`config.mk`:
```
export PLATFORM = sky130hd
export DESIGN_NAME = ifetch_npc_unit_flat
export DESIGN_NICKNAME = d
export VERILOG_FILES = /design/src/rtl/mips_pkg.sv /design/src/rtl/ifetch_npc_unit_if.sv /design/src/rtl/ifetch_npc_unit_npc_calc.sv /design/src/rtl/ifetch_npc_unit.sv /design/src/flat_wrapper.sv
export SDC_FILE = /design/constraint.sdc
export NUM_CORES = 1
export LEC_CHECK = 0
export BUFFER_PORTS_ARGS = -buffer_cell sky130_fd_sc_hd__buf_2
export CORE_ASPECT_RATIO = 0.9
export CORE_MARGIN = 5
export CORE_UTILIZATION = 33
export CTS_CLUSTER_DIAMETER = 150
export DETAILED_ROUTE_END_ITERATION = 8
export PLACE_DENSITY = 0.53
export SYNTH_ARGS = -nofsm -noshare
export SYNTH_HDL_FRONTEND = slang
export SYNTH_HIERARCHICAL = 1
export SYNTH_SLANG_ARGS = --single-unit
export TNS_END_PERCENT = 100
```
`constraint.sdc`:
```
create_clock -name clk -period 4.52 [get_ports clk]
set_clock_uncertainty 0.1 [all_clocks]
set_input_delay 0.226 -clock clk [delete_from_list [all_inputs] [get_ports clk]]
set_output_delay 0.226 -clock clk [all_outputs]
set_load 0.01 [all_outputs]
```
`src/rtl/mips_pkg.sv`:
```
// Shared fetch/next-PC definitions: NPC opcodes, fetch FSM states and default addresses.
package mips_pkg;

  localparam logic [1:0] NPC_SEQ    = 2'b00;
  localparam logic [1:0] NPC_JUMP   = 2'b01;
  localparam logic [1:0] NPC_BRANCH = 2'b10;
  localparam logic [1:0] NPC_RSVD   = 2'b11;

  localparam logic [31:0] RESET_PC_DEF   = 32'h0000_3000;
  localparam logic [31:0] EXC_VECTOR_DEF = 32'h0000_4180;

  typedef enum logic [1:0] {
    IDLE  = 2'd0,
    REQ   = 2'd1,
    ISSUE = 2'd2
  } fetch_state_t;

endpackage

```
`src/rtl/ifetch_npc_unit_if.sv`:
```
// Instruction-memory fetch bus between the fetch unit (master) and instruction memory (slave).
// Handshake: the master raises imem_req with imem_addr stable and holds both until the
// cycle in which the slave raises imem_ack; imem_rdata is only meaningful in that cycle,
// and the transfer completes on that rising edge. imem_ack without imem_req is ignored.
interface ifetch_npc_unit_if;
  logic        imem_req;
  logic [31:0] imem_addr;
  logic        imem_ack;
  logic [31:0] imem_rdata;

  modport master (output imem_req, output imem_addr, input imem_ack, input imem_rdata);
  modport slave  (input imem_req, input imem_addr, output imem_ack, output imem_rdata);
endinterface

```
`src/rtl/ifetch_npc_unit_npc_calc.sv`:
```
// Combinational next-PC computation: sequential, jump, branch-if-zero, reserved flag.
module npc_calc
  import mips_pkg::*;
(
  input  logic [31:0] pc,
  input  logic [25:0] instr_idx,
  input  logic [1:0]  npc_op,
  input  logic        alu_zero,
  output logic [31:0] npc,
  output logic        rsvd
);

  logic [31:0] pc4;
  logic [31:0] br_off;

  // Address arithmetic is modulo 2^32; overflow wraps without any flag.
  assign pc4    = pc + 32'd4;
  assign br_off = {{14{instr_idx[15]}}, instr_idx[15:0], 2'b00};

  // Select the next PC from the decoder's opcode; reserved falls back to pc+4.
  always_comb begin
    npc  = pc4;
    rsvd = 1'b0;
    case (npc_op)
      NPC_SEQ:    npc = pc4;
      NPC_JUMP:   npc = {pc4[31:28], instr_idx, 2'b00};
      NPC_BRANCH: npc = alu_zero ? (pc4 + br_off) : pc4;
      default: begin
        npc  = pc4;
        rsvd = 1'b1;
      end
    endcase
  end

endmodule

```
`src/rtl/ifetch_npc_unit.sv`:
```
// Instruction fetch stage: PC register, fetch FSM (IDLE/REQ/ISSUE), latched instruction,
// next-PC update at retirement. Optional misaligned-fetch trap under IFETCH_MISALIGN_TRAP_EN.
module ifetch_npc_unit
  import mips_pkg::*;
#(
`ifdef IFETCH_MISALIGN_TRAP_EN
  parameter logic [31:0] EXC_VECTOR = EXC_VECTOR_DEF,
`endif
  parameter logic [31:0] RESET_PC   = RESET_PC_DEF
)
(
  input  logic                      clk,
  input  logic                      rst,
  input  logic                      hold,
  ifetch_npc_unit_if.master         imem,
  output logic [31:0]               instr,
  output logic                      instr_valid,
  output logic [31:0]               pc,
  input  logic [1:0]                npc_op,
  input  logic                      alu_zero,
  input  logic                      exec_done,
  output logic                      npc_err,
  output fetch_state_t              dbg_state
);

  fetch_state_t state_q, state_d;
  logic [31:0]  pc_q, pc_d;
  logic [31:0]  instr_q, instr_d;
  logic         err_q, err_d;
  logic [31:0]  npc;
  logic         rsvd;

  npc_calc u_npc_calc (
    .pc        (pc_q),
    .instr_idx (instr_q[25:0]),
    .npc_op    (npc_op),
    .alu_zero  (alu_zero),
    .npc       (npc),
    .rsvd      (rsvd)
  );

  // State, PC, instruction and error-pulse registers; reset overrides everything.
  always_ff @(posedge clk) begin
    if (rst) begin
      state_q <= IDLE;
      pc_q    <= RESET_PC;
      instr_q <= 32'h0;
      err_q   <= 1'b0;
    end else begin
      state_q <= state_d;
      pc_q    <= pc_d;
      instr_q <= instr_d;
      err_q   <= err_d;
    end
  end

  // Next-state logic: start fetch when not held, latch data on ack, update PC on retire.
  always_comb begin
    state_d = state_q;
    pc_d    = pc_q;
    instr_d = instr_q;
    err_d   = 1'b0;
    case (state_q)
      IDLE: begin
`ifdef IFETCH_MISALIGN_TRAP_EN
        if (pc_q[1:0] != 2'b00) begin
          pc_d  = EXC_VECTOR;
          err_d = 1'b1;
        end else if (!hold) begin
          state_d = REQ;
        end
`else
        if (!hold) state_d = REQ;
`endif
      end
      REQ: begin
        if (imem.imem_ack) begin
          instr_d = imem.imem_rdata;
          state_d = ISSUE;
        end
      end
      ISSUE: begin
        if (exec_done) begin
          pc_d    = npc;
          err_d   = rsvd;
          state_d = IDLE;
        end
      end
      default: state_d = IDLE;
    endcase
  end

  assign imem.imem_req  = (state_q == REQ);
  assign imem.imem_addr = pc_q;
  assign instr          = instr_q;
  assign instr_valid    = (state_q == ISSUE);
  assign pc             = pc_q;
  assign npc_err        = err_q;
  assign dbg_state      = state_q;

endmodule
```
`src/flat_wrapper.sv`:
```
// flat-port wrapper written by rule: the top's interface ports become plain ports
module ifetch_npc_unit_flat import mips_pkg::*;
#(

  parameter logic [31:0] RESET_PC   = RESET_PC_DEF
)
  (clk, rst, hold, instr, instr_valid, pc, npc_op, alu_zero, exec_done, npc_err, dbg_state, imem_imem_req, imem_imem_addr, imem_imem_ack, imem_imem_rdata);
  ifetch_npc_unit_if imem_i ();
  input  logic clk;
  input  logic rst;
  input  logic hold;
  output logic [31:0] instr;
  output logic instr_valid;
  output logic [31:0] pc;
  input  logic [1:0] npc_op;
  input  logic alu_zero;
  input  logic exec_done;
  output logic npc_err;
  output fetch_state_t dbg_state;
  output wire logic [$bits(imem_i.imem_req)-1:0] imem_imem_req;
  output wire logic [$bits(imem_i.imem_addr)-1:0] imem_imem_addr;
  input wire logic [$bits(imem_i.imem_ack)-1:0] imem_imem_ack;
  input wire logic [$bits(imem_i.imem_rdata)-1:0] imem_imem_rdata;
  assign imem_imem_req = imem_i.imem_req;
  assign imem_imem_addr = imem_i.imem_addr;
  assign imem_i.imem_ack = imem_imem_ack;
  assign imem_i.imem_rdata = imem_imem_rdata;
  ifetch_npc_unit #(.RESET_PC(RESET_PC)) u_core (.clk(clk), .rst(rst), .hold(hold), .imem(imem_i), .instr(instr), .instr_valid(instr_valid), .pc(pc), .npc_op(npc_op), .alu_zero(alu_zero), .exec_done(exec_done), .npc_err(npc_err), .dbg_state(dbg_state));
endmodule
```
==> impl_metrics.toml, run 1 <==
[drt]
drtIter0Drc = 330
routed_via_density = 4.98
drc = 0
wl_per_cell_um = 15.7
num_vias = 5368
wl_um = 17000
antenna_left = 0
dr.pass1.iters = 5

[synthesis]
synth_fa_ha_area_frac = 0.0816
yosysMostFrequentCell = "nand2b_1"
synthTopCellsByArea = "dfxtp_1 (22%), nand2b_1 (13%), mux2i_1 (11%)"
ys_seq_area_frac = 0.221
synth_mux_area_frac = 0.107
synth.net_count = 824
ys_async_sr_fraction = 0
synth_cell_types = 64
synth_commonest_cells = "nand2b_1 (126), dfxtp_1 (67), mux2i_1 (64), nand2_1 (53), ha_1 (38)"
yosys.area_share.simple = 0.256
netlist_area_mm2 = 0.00607
synth_top_family_by_area = "simple AND/OR/NAND/NOR gates"
synth.avg_cell_area_um2 = 8.15
yosys_warnings = 6
netlist.area_leader.share = 0.221
yosys_register_bits = 67
synth_edf_count = 0
yosys.area.top_type = "dfxtp_1"
synth-xor-area-share = 0.0764
synth_compound_area_frac = 0.166
synthFlopType = "dfxtp_1"
synthesis.instances = 745

[power_and_ir_drop]
leakage_nw = 2.99
vdd_ir_drop_max_v = 0.000156
powerDensity_mw_per_mm2 = 238

[placement]
io_buffers = 140
gp_congestion = 0.910
dp.cells = 1061
place.detailed.hpwl_um = 12500
place_area_mm2 = 0.00664

[worst_hold_path]
worstHoldPathType = "primary input to flop"
worstHoldStart = "imem_imem_rdata[5]"
hold_path_depth = 3
min_to = "u_core/instr[5]"

[sta]
setup_violations = 0
slew_headroom = 0.259
max_freq_ghz = 0.240
tightest_slew_ps = 1110
tns_ps = 0
hold_violations = 0
fin_crit_sh = 0.923
rsz0062_at_grt = "false"
fin_crit_ps = 4170
slew_violations = 0

[cts]
cts_tree = "done"
root_buffer = "clkbuf_16"
clockBufferDepth = 2
cts_made_buffers = 9
path_clk_slew_ps = 60
cts.sinks = 67
clock_latency_ps = 340
cts_max_level = 3

[floorplanning]
pin_count = 141
initial_core_util = 0.333
die_y_um = 139
rows = 47
die_x_um = 153
die_area_mm2 = 0.0212
coreArea_mm2 = 0.0182

[worst_setup_path]
cp.arrival_ps = 4340
r2r_end = "u_core/imem.imem_addr[31]"
cp_max_fo = 7
critPathCaptureType = "flop"
r2r-start = "u_core/imem.imem_addr[12]"
critical_path_class = "flop to flop"
ff2ff_path_depth = 17
required_ps = 4690
r2r_slack_ps = 350
start_kind = "flop"

[global_routing]
grt_pass1_wl_um = 28100
grt_max_degree = 86
grt_usage = 0.159
grt-ovfl-total = 0
grt_pass1_vias = 5300
grt_antenna_before_repair = 0

[layout]
post-route-cell-area_mm2 = 0.00701
drive_above_1_share = 0.215
area_growth_pct = 15.5
num_antenna_cells = 0
num-nets-final = 907
fin_cells = 1078

[job]
cap_violations = 0

[outcome]
status = "completed"
cells in the final DEF, fill, tap and decap left out, types with 14 or more instances in the layout:
cell / count
a21oi_1: 31
a22oi_1: 15
buf_2: 140
dfxtp_1: 67
ha_1: 36
inv_1: 14
mux2i_1: 64
nand2_1: 53
nand2b_1: 126
nand3_1: 21
nor2_1: 25
o21ai_0: 31
xnor2_1: 32
xor2_1: 21
kinds of logic (layout without fill, tap and decap cells):
group           after synthesis  count (layout)
mux                          65              65
buf+inv                      91             179
simple gates                280             280
xor+xnor                     53              53
compound gates              150             150
fa+ha+maj                    39              39
flops                        67              67
final cells by class:
cell class	instances	area [µm²]
Clock inverter	7	124
Timing Repair Buffer	149	771
Inverter	14	52.6
Fill cell	1946	11200
Clock buffer	9	225
Multi-Input combinational cell	587	4190
Tap cell	245	307
Sequential cell	67	1340
worst max path at each step:
stage,depth (start not counted),to,from
after CTS,17,u_core/imem.imem_addr[25],u_core/imem.imem_addr[3]
final,17,u_core/imem.imem_addr[31],u_core/imem.imem_addr[12]
after floorplan,18,u_core/imem.imem_addr[25],u_core/imem.imem_addr[2]
after detailed placement,17,u_core/imem.imem_addr[25],u_core/imem.imem_addr[3]
after global routing,18,u_core/imem.imem_addr[25],u_core/imem.imem_addr[6]
after global placement,17,u_core/imem.imem_addr[31],u_core/imem.imem_addr[3]
registers in the layout, indices dropped and copies added, names as in the netlist:
register	count
u_core/instr	32
u_core/dbg_state	2
u_core/npc_err	1
u_core/imem.imem_addr	32
critical path, stage by stage (launching register included):
cell and delay, ps:
dfxtp_1 440, and3_1 290, nand3_1 150, nor3_1 280, buf_4 200, nand3_1 90
xnor2_1 280, ha_1 330, a21oi_1 210, o21ai_1 130, or4b_1 480, and3_1 180
a211o_1 280, xor2_1 160, o21a_1 220, o21ai_1 110, nand2b_1 60, mux2i_1 120
report_power, final:
group | internal, mW | switching (mW)
combinational | 0.0925 | 0.118
clock | 0.544 | 0.291
sequential | 0.605 | 0.0193
total | 1.24 | 0.428
metrics by stage:
stage | setup slack [ps] | utilization | total power, mW | hold WS, ps
after floorplan | 688 | - | 0.783 | 228
after global placement | 328 | 0.364 | 0.850 | 335
after detailed placement | 198 | 0.364 | 0.849 | 333
after CTS | 173 | 0.384 | 1.70 | 21.6
after global routing | 18.6 | 0.385 | 1.75 | 27.9
final | 346 | 0.385 | 1.67 | 34.1
per-layer routing:
metal / track usage / share of wire
met4: 0.0384 / 0.012
met1: 0.220 / 0.49
met5: 0 / 0
met2: 0.250 / 0.44
met3: 0.0393 / 0.059
timing repair:
action | 4_1_cts | 5_1_grt
setup endpoints to repair | 0 | 4
resized for setup | 0 | 4
hold buffers | 1 | 0
setup buffers | 0 | 0
hold endpoints to repair | 1 | 0
Power figures use the tool's default switching activity.
==> run 2: changes to the inputs <==
==> constraint.sdc (replaced) <==
create_clock -name clk -period 4.7 [get_ports clk]
set_clock_uncertainty 0.1 [all_clocks]
set_input_delay 0.235 -clock clk [delete_from_list [all_inputs] [get_ports clk]]
set_output_delay 0.235 -clock clk [all_outputs]
set_load 0.01 [all_outputs]
==> run 2 against run 1 <==
Against the previous run: largest cell class unchanged; sequential power decreased by 3.7%; via count increased by 0.50%; die area unchanged; total power decreased by 6.2%; setup slack improved by 130 ps; cell area decreased by 0.43%; clock power decreased by 8.6%; first-iteration DRC count increased by 6.1%; largest power group unchanged.
==> impl_metrics.toml, run 2 (same netlist as run 1, synthesis figures left out) <==
[outcome]
status = "completed"

[drt]
num_vias = 5395
drc = 0
highest_layer = "met4"
wl_met2_um = 7470
m1WireLength_um = 8310
drtIter0Drc = 350
wl_per_cell_um = 15.8
antenna_left = 0
wl_met3_um = 1060
routed_via_density = 5.00
dr.pass1.iters = 4
wl_um = 17100

[floorplanning]
die_x_um = 153
coreArea_mm2 = 0.0182
rows = 47
die_area_mm2 = 0.0212
die_y_um = 139
initial_core_util = 0.333
pin_count = 141

[global_routing]
grt_antenna_before_repair = 0
grt_pass1_vias = 5287
grt_usage = 0.160
grt_pass1_wl_um = 28100
grt-ovfl-total = 0
grt_max_degree = 85

[placement]
dp.cells = 1061
gp_congestion = 0.886
place.detailed.hpwl_um = 12500
io_buffers = 140

[sta]
tns_ps = 0
hold_violations = 0
max_freq_ghz = 0.237
setup_violations = 0
slew_headroom = 0.229
tightest_slew_ps = 1160
fin_crit_sh = 0.899
fin_crit_ps = 4230
rsz0062_at_grt = "false"
slew_violations = 0

[worst_setup_path]
start_kind = "flop"
required_ps = 4870
cp.arrival_ps = 4400
cp_max_fo = 8
critical_path_class = "flop to flop"
critPathCaptureType = "flop"

[cts]
clock_latency_ps = 350
path_clk_slew_ps = 60
root_buffer = "clkbuf_16"
cts_max_level = 3
cts.sinks = 67
cts_made_buffers = 9
clockBufferDepth = 2
cts_tree = "done"
cts_setup_buffers = 0

[worst_hold_path]
worstHoldPathType = "primary input to flop"

[layout]
area_growth_pct = 15.0
num_antenna_cells = 0
final_common_cell = "buf_2"
final_cell_mix = "buf_2 (140), nand2b_1 (126), dfxtp_1 (67), mux2i_1 (64), nand2_1 (53)"
num-nets-final = 907
drive_above_1_share = 0.211
fin_cells = 1078

[power_and_ir_drop]
powerDensity_mw_per_mm2 = 224
vdd_ir_drop_max_v = 0.000165
leakage_nw = 2.99

[job]
cap_violations = 0
==> run 2: cell count changes in the layout (fill, tap and decap cells not counted), sizes merged <==
cell    before  now
bufinv       3    2
clkbuf       9   12
inv         16   14
==> run 2: layer usage <==
metal | GRT usage | vias to the layer above
met5 | 0 | -
met4 | 0.0389 | 0
met3 | 0.0424 | 16
met2 | 0.250 | 147
met1 | 0.221 | 2497
li1 | - | 2735
==> run 2: area by class of cell <==
type                       instances  area [µm²]
fill                            1931       11200
multi-input combinational        587        4180
clock buffer                      12         256
sequential                        67        1340
clock inverter                     4        72.6
inverter                          14        52.6
tap                              245         307
timing repair buffer             149         771
==> run 2: worst max-delay path, cell delays in order (launching register included) <==
cell,delay (ps)
dfxtp_1,420
ha_1,230
nand3_1,180
nor2_2,310
nand2_1,190
nor2_1,140
xor2_1,100
ha_1,440
and3_1,290
nand2_1,90
or3_1,310
a211oi_1,310
a2111oi_2,140
nor3b_1,250
mux2_1,350
o21ai_1,120
nand2b_1,60
mux2i_1,120
==> run 2: final timing paths <==
check	from	slack [ps]	cells after the start	to
worst max-delay path	u_core/imem.imem_addr[3]	470	17	u_core/imem.imem_addr[25]
worst min-delay path	imem_imem_rdata[23]	40	3	u_core/instr[23]
worst max register to register	u_core/imem.imem_addr[3]	470	17	u_core/imem.imem_addr[25]
worst min register to register	u_core/instr[26]	370	2	u_core/instr[26]
==> run 2: per-stage QoR <==
step	power [mW]	worst slack [ps]	hold WS (ps)	utilization	cell area, µm²
6_report	1.57	475	39.3	0.383	6980
5_1_grt	1.63	142	29.0	0.383	6980
4_1_cts	1.59	318	27.2	0.383	6980
3_5_place_dp	0.817	333	346	0.364	6640
3_3_place_gp	0.817	504	346	0.364	6640
2_1_floorplan	0.753	868	237	-	6070
==> run 2: power breakdown <==
part           internal [mW]  switching, mW
registers              0.582         0.0185
clock network          0.493          0.271
logic                 0.0891          0.113
total                   1.16          0.402
==> run 2: repair_timing <==
action / 4_1_cts / 5_1_grt
endpoints found under the setup margin: 0 / 2
endpoints found under the hold margin: 1 / 0
hold buffers: 1 / 0
gates resized for setup: 0 / 1
==> run 3: changes to the inputs <==
--- a/config.mk
+++ b/config.mk
@@ -5,13 +5,14 @@
 export SDC_FILE = /design/constraint.sdc
 export NUM_CORES = 1
 export LEC_CHECK = 0
+export ABC_AREA = 1
 export BUFFER_PORTS_ARGS = -buffer_cell sky130_fd_sc_hd__buf_2
 export CORE_ASPECT_RATIO = 0.9
 export CORE_MARGIN = 5
 export CORE_UTILIZATION = 33
 export CTS_CLUSTER_DIAMETER = 150
 export DETAILED_ROUTE_END_ITERATION = 8
-export PLACE_DENSITY = 0.53
+export PLACE_DENSITY = 0.52
 export SYNTH_ARGS = -nofsm -noshare
 export SYNTH_HDL_FRONTEND = slang
 export SYNTH_HIERARCHICAL = 1
==> run 3 against run 2 <==
Against the previous run: fmax is 14% higher; hold slack worse by 34 ps; critical path depth is 6 higher; cell area is 16% higher; total power is 15% higher; first-iteration DRC count is 63% higher; global-route usage is 4.2 points higher; highest routed layer unchanged.
==> impl_metrics.toml, run 3 <==
[sta]
setup_ws_ps = 1000
tns_ps = 0
max_freq_ghz = 0.270
tightest_slew_ps = 966
slew_violations = 0
hold_violations = 0
fin_crit_ps = 3700
fin_crit_sh = 0.787
hold_ws_ps = 4.99
slew_headroom = 0.355
rsz0062_at_grt = "false"
setup_violations = 0

[placement]
dp.cells = 1640
gp_congestion = 0.934
place.detailed.hpwl_um = 19900
dpl_worst_slack_ps = 1070
io_buffers = 140

[layout]
num_antenna_cells = 0
final_cell_mix = "nand2_1 (452), inv_1 (205), nor2_1 (196), buf_2 (140), dfxtp_1 (67)"
drive_above_1_share = 0.154
num-nets-final = 1454
area_growth_pct = 16.1
fillers = 2398
fin_cells = 1666
final_common_cell = "nand2_1"

[drt]
wl_um = 24700
antenna_left = 0
drtIter0Drc = 570
wl_per_cell_um = 14.8
routed_via_density = 4.57
num_vias = 7618
dr.pass1.iters = 7
drc = 0

[cts]
cts_made_buffers = 9
clock_latency_ps = 350
cts-resized-gates = 0
root_buffer = "clkbuf_16"
cts_max_level = 3
cts_tree = "done"
clockBufferDepth = 2
cts.sinks = 67
path_clk_slew_ps = 60

[global_routing]
grt-ovfl-total = 0
use_met3 = 0.0418
grt_use_met2 = 0.301
use_met1 = 0.296
grt_pass1_wl_um = 38500
grt-busiest-layer = "met2"
grt_antenna_before_repair = 0
grt_pass1_vias = 6939
grt_max_degree = 64
grt_usage = 0.202

[floorplanning]
coreArea_mm2 = 0.0208
die_y_um = 148
die_x_um = 164
die_area_mm2 = 0.0243
rows = 50
initial_core_util = 0.336
pin_count = 141

[synthesis]
ys_seq_area_frac = 0.191
netlist_area_mm2 = 0.00701
synth_commonest_cells = "nand2_1 (452), inv_1 (206), nor2_1 (196), dfxtp_1 (67), nand3_1 (64)"
synthesis.instances = 1270
yosys_register_bits = 67
yosys_warnings = 6
synthFlopType = "dfxtp_1"
synth.avg_cell_area_um2 = 5.52
synth.net_count = 1349
yosysMostFrequentCell = "nand2_1"
synthTopCellsByArea = "nand2_1 (24%), dfxtp_1 (19%), inv_1 (11%)"
synth_cell_types = 43
synth_edf_count = 0
netlist.area_leader.share = 0.242
yosys.area.top_type = "nand2_1"
ys_async_sr_fraction = 0

[worst_setup_path]
start_kind = "flop"
crit_top_cell = "nand2_1"
cp.arrival_ps = 3880
critical_path_class = "flop to flop"
ff2ff_path_depth = 23
critPathCaptureType = "flop"
path_cells = "ha_1, nand2_1, inv_2, nand2_2, nor2_4, nor2_1, nor2_1, ha_1, nand2_1, inv_1, nand2_1, nand2_1, inv_1, nand2_1, nand2_1, nand2_1, nand2_1, inv_1, o21ai_0, nand2_1, o21ai_0, nand3_1, nand3_1"
required_ps = 4880
critPathSlowestCell = "dfxtp_1"
worst_path_largest_cell_delay_ps = 440
cp_max_fo = 6

[worst_hold_path]
worstHoldPathType = "primary input to flop"
hold_path_depth = 3

[power_and_ir_drop]
vdd_ir_drop_max_v = 0.000180
power.total_mw = 1.80
powerDensity_mw_per_mm2 = 221
leakage_nw = 4.82

[outcome]
status = "completed"

[job]
cap_violations = 0
## run 3: repair_timing
action                    in CTS  in global routing
hold endpoints to repair      10                  0
buffers inserted               0                  0
hold buffers                  10                  0
## run 3: routing by layer
layer  part of all wire  wire [µm]
met3              0.061       1500
met2               0.42      10400
met4              0.019        477
met5                  0          0
met1               0.50      12400
## run 3: where the power goes
group	internal, mW	switching [mW]
Sequential	0.598	0.0444
Clock	0.469	0.298
Combinational	0.137	0.252
Total	1.20	0.595
## run 3: metrics by stage
step	utilization	instance area, µm²
after detailed placement	0.370	7710
after global routing	0.390	8130
after CTS	0.390	8130
final	0.390	8130
after floorplan	-	7010
after global placement	0.370	7710
## run 3: final cells by class
cell class / instances / area, µm² / share of cell area
multi-input cells: 930 / 4480 / 0.550
flip-flops and latches: 67 / 1340 / 0.165
repair buffers: 155 / 838 / 0.103
inverters: 212 / 796 / 0.0978
well taps: 286 / 358 / 0.0440
clock buffers: 9 / 225 / 0.0277
clock inverters: 7 / 98.8 / 0.0122
## run 3: critical path: cells and delay by family, from the launching register on
| family | cells | cell delay (ps) |
|---|---|---|
| compound gates | 2 | 630 |
| buf+inv | 4 | 220 |
| flops | 1 | 440 |
| simple gates | 15 | 1690 |
| fa+ha+maj | 2 | 550 |
## run 3: final timing paths
check,end,slack (ps),from
max,u_core/imem.imem_addr[13],1000,u_core/imem.imem_addr[2]
min reg2reg,u_core/instr[30],410,u_core/instr[30]
max reg2reg,u_core/imem.imem_addr[13],1000,u_core/imem.imem_addr[2]
min,u_core/instr[25],5,imem_imem_rdata[25]
## run 3: cells by family (layout without fill, tap and decap cells)
group	Yosys count	after routing	synth area share
xor+xnor	15	15	0.0187
simple gates	786	786	0.477
buf+inv	273	383	0.170
compound gates	90	90	0.0728
fa+ha+maj	39	39	0.0707
flops	67	67	0.191
